**config.mk**
```make
export PLATFORM = sky130hd
export DESIGN_NAME = seg_display_scheduler
export DESIGN_NICKNAME = d
export VERILOG_FILES = /design/src/rtl/seg_display_scheduler.sv
export SDC_FILE = /design/constraint.sdc
export NUM_CORES = 1
export LEC_CHECK = 0
export ABC_AREA = 1
export BUFFER_PORTS_ARGS = -buffer_cell sky130_fd_sc_hd__buf_2
export CORE_AREA = 2 2 95 142
export DETAILED_ROUTE_END_ITERATION = 12
export DIE_AREA = 0 0 97 144
export SLEW_MARGIN = 40
export SYNTH_ARGS = -nofsm -noshare
export SYNTH_HDL_FRONTEND = slang
export SYNTH_SLANG_ARGS = --single-unit
```
**constraint.sdc**
```tcl
create_clock -name clk -period 3.8 [get_ports clk]
set_clock_uncertainty 0.1 [all_clocks]
set_input_delay 0 -clock clk [delete_from_list [all_inputs] [get_ports clk]]
set_output_delay 0 -clock clk [all_outputs]
set_load 0.005 [all_outputs]
```
**src/rtl/seg_display_scheduler.sv**
```systemverilog
// -----------------------------------------------------------------------------
// seg_display_scheduler
//
// Time-shares a four-digit seven-segment display between up to N_SRC 16-bit
// debug sources. One source is shown at a time. Sources whose valid bit is low
// are skipped. Pages rotate on a dwell timer (auto mode) or on a button pulse,
// and the shown value can be frozen.
//
// Parameters
//   N_SRC        : number of sources, 2..16
//   DWELL_CYCLES : clocks per page in auto mode, >= 2
//   PW           : page index width (derived)
//
// Ports
//   clk              in  : system clock, all logic on the rising edge
//   rst              in  : synchronous active-high reset
//   src_data         in  : source i occupies bits [16*i +: 16]
//   src_valid        in  : bit i = source i present/selectable (level)
//   btn_next         in  : single-cycle advance pulse (debounced)
//   mode_auto        in  : 1 = timed rotation enabled (level)
//   freeze           in  : holds shown value and blocks advances (level)
//   displayed_number out : registered value for the display multiplexer
//   page             out : index of the current source
//   page_change      out : one-cycle pulse on the first cycle of a new page
//   active           out : 1 while a page is being shown
// -----------------------------------------------------------------------------
module seg_display_scheduler #(
    parameter int N_SRC        = 4,
    parameter int DWELL_CYCLES = 100_000_000,
    parameter int PW           = $clog2(N_SRC)
) (
    input  logic                 clk,
    input  logic                 rst,
    input  logic [16*N_SRC-1:0]  src_data,
    input  logic [N_SRC-1:0]     src_valid,
    input  logic                 btn_next,
    input  logic                 mode_auto,
    input  logic                 freeze,
    output logic [15:0]          displayed_number,
    output logic [PW-1:0]        page,
    output logic                 page_change,
    output logic                 active
);

    // Search counter must reach N_SRC, dwell counter must reach DWELL_CYCLES-1.
    localparam int CW = $clog2(N_SRC + 1);
    localparam int DW = $clog2(DWELL_CYCLES);

    localparam logic [1:0] ST_EMPTY = 2'd0;
    localparam logic [1:0] ST_SEEK  = 2'd1;
    localparam logic [1:0] ST_SHOW  = 2'd2;

    localparam logic [PW-1:0] LAST_IDX   = PW'(N_SRC - 1);
    localparam logic [CW-1:0] LAST_CNT   = CW'(N_SRC - 1);
    localparam logic [DW-1:0] DWELL_LAST = DW'(DWELL_CYCLES - 1);

    // Modulo-N_SRC increment; explicit wrap so non-power-of-2 counts work.
    function automatic logic [PW-1:0] idx_inc(input logic [PW-1:0] idx);
        logic [PW-1:0] nxt;
        if (idx == LAST_IDX) begin
            nxt = '0;
        end else begin
            nxt = idx + PW'(1);
        end
        return nxt;
    endfunction

    logic [1:0]    state_r;
    logic [1:0]    state_s;
    logic [PW-1:0] cand_r;
    logic [PW-1:0] cand_s;
    logic [CW-1:0] cnt_r;
    logic [CW-1:0] cnt_s;
    logic [DW-1:0] dwell_r;
    logic [DW-1:0] dwell_s;
    logic [PW-1:0] page_s;
    logic [15:0]   disp_s;
    logic          page_change_s;
    logic          active_s;
    logic          advance_s;
    logic [15:0]   src_word_s [N_SRC];

    // Split the flat source bus into one 16-bit word per source.
    always_comb begin
        for (int i = 0; i < N_SRC; i++) begin
            src_word_s[i] = src_data[16*i +: 16];
        end
    end

    // Advance request: button, or dwell expiry in auto mode (never counted twice).
    always_comb begin
        advance_s = btn_next | (mode_auto & (dwell_r == DWELL_LAST));
    end

    // Next-state and next-output computation for the page scheduler.
    always_comb begin
        state_s       = state_r;
        cand_s        = cand_r;
        cnt_s         = cnt_r;
        dwell_s       = dwell_r;
        page_s        = page;
        disp_s        = displayed_number;
        page_change_s = 1'b0;

        case (state_r)
            ST_EMPTY: begin
                disp_s = 16'h0000;
                if (|src_valid) begin
                    // Inclusive search: the current page may still be valid.
                    state_s = ST_SEEK;
                    cand_s  = page;
                    cnt_s   = '0;
                end else begin
                    state_s = ST_EMPTY;
                end
            end

            ST_SEEK: begin
                if (src_valid[cand_r]) begin
                    state_s       = ST_SHOW;
                    page_s        = cand_r;
                    page_change_s = 1'b1;
                    dwell_s       = '0;
                end else begin
                    cand_s = idx_inc(cand_r);
                    cnt_s  = cnt_r + CW'(1);
                    if (cnt_r == LAST_CNT) begin
                        // Every candidate missed: blank the display.
                        state_s = ST_EMPTY;
                        disp_s  = 16'h0000;
                    end else begin
                        state_s = ST_SEEK;
                    end
                end
            end

            ST_SHOW: begin
                if (!freeze) begin
                    disp_s = src_word_s[page];
                end else begin
                    disp_s = displayed_number;
                end

                if (!src_valid[page]) begin
                    // Losing the source wins over freeze.
                    state_s = ST_SEEK;
                    cand_s  = idx_inc(page);
                    cnt_s   = '0;
                end else if (!freeze && advance_s) begin
                    state_s = ST_SEEK;
                    cand_s  = idx_inc(page);
                    cnt_s   = '0;
                end else if (mode_auto && !freeze) begin
                    dwell_s = dwell_r + DW'(1);
                end else begin
                    // Dwell holds; it is deliberately not cleared on mode change.
                    dwell_s = dwell_r;
                end
            end

            default: begin
                state_s = ST_EMPTY;
                cand_s  = '0;
                cnt_s   = '0;
                disp_s  = 16'h0000;
            end
        endcase

        active_s = (state_s == ST_SHOW);
    end

    // State and output registers with synchronous reset.
    always_ff @(posedge clk) begin
        if (rst) begin
            state_r          <= ST_EMPTY;
            cand_r           <= '0;
            cnt_r            <= '0;
            dwell_r          <= '0;
            page             <= '0;
            displayed_number <= 16'h0000;
            page_change      <= 1'b0;
            active           <= 1'b0;
        end else begin
            state_r          <= state_s;
            cand_r           <= cand_s;
            cnt_r            <= cnt_s;
            dwell_r          <= dwell_s;
            page             <= page_s;
            displayed_number <= disp_s;
            page_change      <= page_change_s;
            active           <= active_s;
        end
    end

endmodule
```
==> parameters.txt <==
Parameter                              Value

Floorplanning
  Floorplan die width    97 µm
  Initial Utilization    29.2%
  Site Rows    51
  Vert. Die Dim    144 µm
  Number of top-level pins    93
  Full die area    14,000 µm²
  Core area    12,800 µm²

Logic synthesis
  Number of enable-type register cells in the synthesized netlist    0
  Ranking of synthesized cells by area    sky130_fd_sc_hd__dfxtp_1, sky130_fd_sc_hd__nor2_1, sky130_fd_sc_hd__nand2_1
  Post-synthesis area per instance    6.02 µm²
  Dominant register cell in the synthesized netlist    sky130_fd_sc_hd__dfxtp_1
  Yosys Warn Count    0
  Share of async-settable or async-resettable flops after synthesis    0%
  Top-count cell post-synth    sky130_fd_sc_hd__nor2_1
  Synth Net Count    700
  Sequential fraction of the synthesis area    28.8%
  Netlist cell types    40
  Share of Yosys cell area claimed by the top area cell type    28.8%
  Synth top cells by count    sky130_fd_sc_hd__nor2_1, sky130_fd_sc_hd__nand2_1, sky130_fd_sc_hd__dfxtp_1, sky130_fd_sc_hd__o21ai_0, sky130_fd_sc_hd__a21oi_1
  Syn Std Cell Area    3750 µm²
  Syn Inst Count    622
  Post-synth top area cell    sky130_fd_sc_hd__dfxtp_1
  Seq cells post-synth    54

Routing
  Wire length per cell    13.3 µm
  Post-Route WL    11.4 mm
  Detailed-router iteration count before antenna repair    5
  Number of DRC markers after the initial detailed-route iteration    155
  Total DRC errors in the routed layout    0
  Number of nets with antenna violations after routing    0
  Routed via count divided by cell count    4.76
  Detailed-route via count    4,075

Finish
  Nets@finish    775
  Layout area overhead    19.0%
  Layout Utilization    34.8%
  Proportion of layout cells with a drive suffix above 1    19.1%
  Total inserted antenna cells    0

Critical path
  CP startpoint kind    flop
  Worst-path fanout max    39
  Required time at the worst-slack endpoint    3.93 ns
  Sort of element at the end of the critical path    flop
  Data arrival at the endpoint of the critical path    2.34 ns
  Class of the most critical setup path    flop to flop

Global routing
  Overall fraction of global-route tracks in use    16.4%
  Wire length of the first global-routing pass    18.9 mm
  Number of global-route vias before repair    3,940
  Antenna violations before repair    0
  Largest net degree at the start of global routing    40
  Aggregate global routing overflow    0

Clocking
  CTS Buf Count    5
  Worst-skew pair later-pin latency    0.30 ns
  # hold bufs at CTS    0
  Clock transition time at the flip-flop clock pins of the worst setup and hold paths    0.07 ns
  Max clock buf depth    2
  Clk sinks    54
  CTS tree    done
  Root buffer cell    sky130_fd_sc_hd__clkbuf_16
  Post CTS Setup Buffer Count    0
  Post-CTS Resized    0
  Htree depth    2

Place
  Routability Congestion    0.883
  Post-detail-place hpwl    8.32 mm
  # port buffers    92
  Post-placement setup slack    1.56 ns

Power
  Power density relative to cell area    554 nW/µm²
  Sw Pwr    1.06 mW
  Worst IR drop on VDD    197 µV
  Design internal power    1.41 mW
  Leakage power summed over all cells    1.87 nW
  Portion of total power attributed to the clock network    21.7%
  Sw Share    42.8%
  Relative contribution of combinational cells to total power    46.1%
  Overall power    2.47 mW
  Sequential power share    32.2%

Timing
  Setup repair after global routing missed its margin    no
  Final hold violation count    0
  Total negative setup slack    0 ns
  Count of pins over their slew limit    0
  Setup violators final    0
  Tcrit/Tclk final    58.2%
  Maximum clock rate    452 MHz
  Slew at the pin with the worst max-slew slack    0.602 ns
  Relative slew slack    59.7%
  Time the worst path needs with I/O delays and setup    2.21 ns
  Final Worst Setup Slack    1.59 ns

Worst hold path
  Worst hold path class    input pin to flop

Outcome
  Status    complete, no violations

Flow run
  Maximum Capacitance Violations    0
[cells in the final DEF (no fill, tap or decap), types with 4 or more instances in the layout]
cell type	netlist	routed
sky130_fd_sc_hd__buf_4	2	6
sky130_fd_sc_hd__inv_2	5	6
sky130_fd_sc_hd__nor3_1	11	11
sky130_fd_sc_hd__a21oi_1	48	48
sky130_fd_sc_hd__ha_1	5	5
sky130_fd_sc_hd__nand4_1	10	10
sky130_fd_sc_hd__xor2_1	7	7
sky130_fd_sc_hd__nor2_1	163	163
sky130_fd_sc_hd__nand2_1	119	119
sky130_fd_sc_hd__o21ai_0	54	54
sky130_fd_sc_hd__nand3_1	30	30
sky130_fd_sc_hd__buf_2	8	92
sky130_fd_sc_hd__inv_1	46	45
sky130_fd_sc_hd__dfxtp_1	54	54
sky130_fd_sc_hd__clkbuf_16	0	5
sky130_fd_sc_hd__a21oi_2	4	4
[logic make-up after synthesis]
family,synth area share [%]
simple gates,41.5
compound gates,16.4
buf+inv,9.78
flops,28.8
xor+xnor,1.87
fa+ha+maj,1.67
[per-stage QoR]
stage | hold WS (ns) | cells | area [µm²]
after CTS | 0.0463 | 856 | 4460
after global placement | 0.286 | 849 | 4280
final | 0.0531 | 856 | 4460
after detailed placement | 0.282 | 849 | 4290
after floorplan | -0.0309 | 622 | 3750
after global routing | 0.0617 | 856 | 4460
[final timing paths]
| kind | endpoint | depth (start not counted) | from | slack [ns] |
|---|---|---|---|---|
| max | displayed_number[15]$_SDFFE_PP0P_ | 11 | state_r[1]$_SDFF_PP0_ | 1.59 |
| min | displayed_number[7]$_SDFFE_PP0P_ | 5 | src_data[55] | 0.05 |
| max reg2reg | displayed_number[15]$_SDFFE_PP0P_ | 11 | state_r[1]$_SDFF_PP0_ | 1.59 |
| min reg2reg | cnt_r[1]$_SDFFE_PP0P_ | 2 | cnt_r[1]$_SDFFE_PP0P_ | 0.37 |
[sequential cells by signal (all words and copies together), names as in the netlist]
name	cells
dwell_r	27
cand_r	2
displayed_number	16
cnt_r	3
page	2
active	1
state_r	2
page_change	1
[layer usage]
metal / GRT usage [%] / share of wire, %
met3: 2.85 / 4.3
met1: 17.2 / 41
met5: 0 / 0
met2: 32.2 / 53
met4: 6.60 / 2.4
[power by group through the flow]
| stage | combinational [mW] | clock (mW) | sequential, mW |
|---|---|---|---|
| after CTS | 1.16 | 0.559 | 0.798 |
| after floorplan | 0.859 | 0 | 0.802 |
| after detailed placement | 1.16 | 0 | 0.809 |
| after global routing | 1.31 | 0.578 | 0.818 |
| after global placement | 1.15 | 0 | 0.805 |
| final | 1.14 | 0.536 | 0.796 |
[critical path, cell delays in order, from the launching register on]
cell	delay [ns]
sky130_fd_sc_hd__dfxtp_1	0.33
sky130_fd_sc_hd__inv_1	0.07
sky130_fd_sc_hd__nor2_1	0.04
sky130_fd_sc_hd__buf_4	0.18
sky130_fd_sc_hd__inv_1	0.08
sky130_fd_sc_hd__buf_4	0.42
sky130_fd_sc_hd__o22ai_1	0.12
sky130_fd_sc_hd__inv_1	0.09
sky130_fd_sc_hd__nand2_2	0.21
sky130_fd_sc_hd__inv_2	0.34
sky130_fd_sc_hd__nor2_1	0.07
sky130_fd_sc_hd__nor2_1	0.11
[area by class of cell]
cell class / count / area [µm²]
clock inverters: 1 / 30.0
fillers: 1464 / 8370
multi-input cells: 486 / 2310
flip-flops and latches: 54 / 1080
repair buffers: 98 / 505
inverters: 52 / 195
clock buffers: 6 / 139
well taps: 159 / 199
No activity file was read; power rests on OpenSTA's default activity.
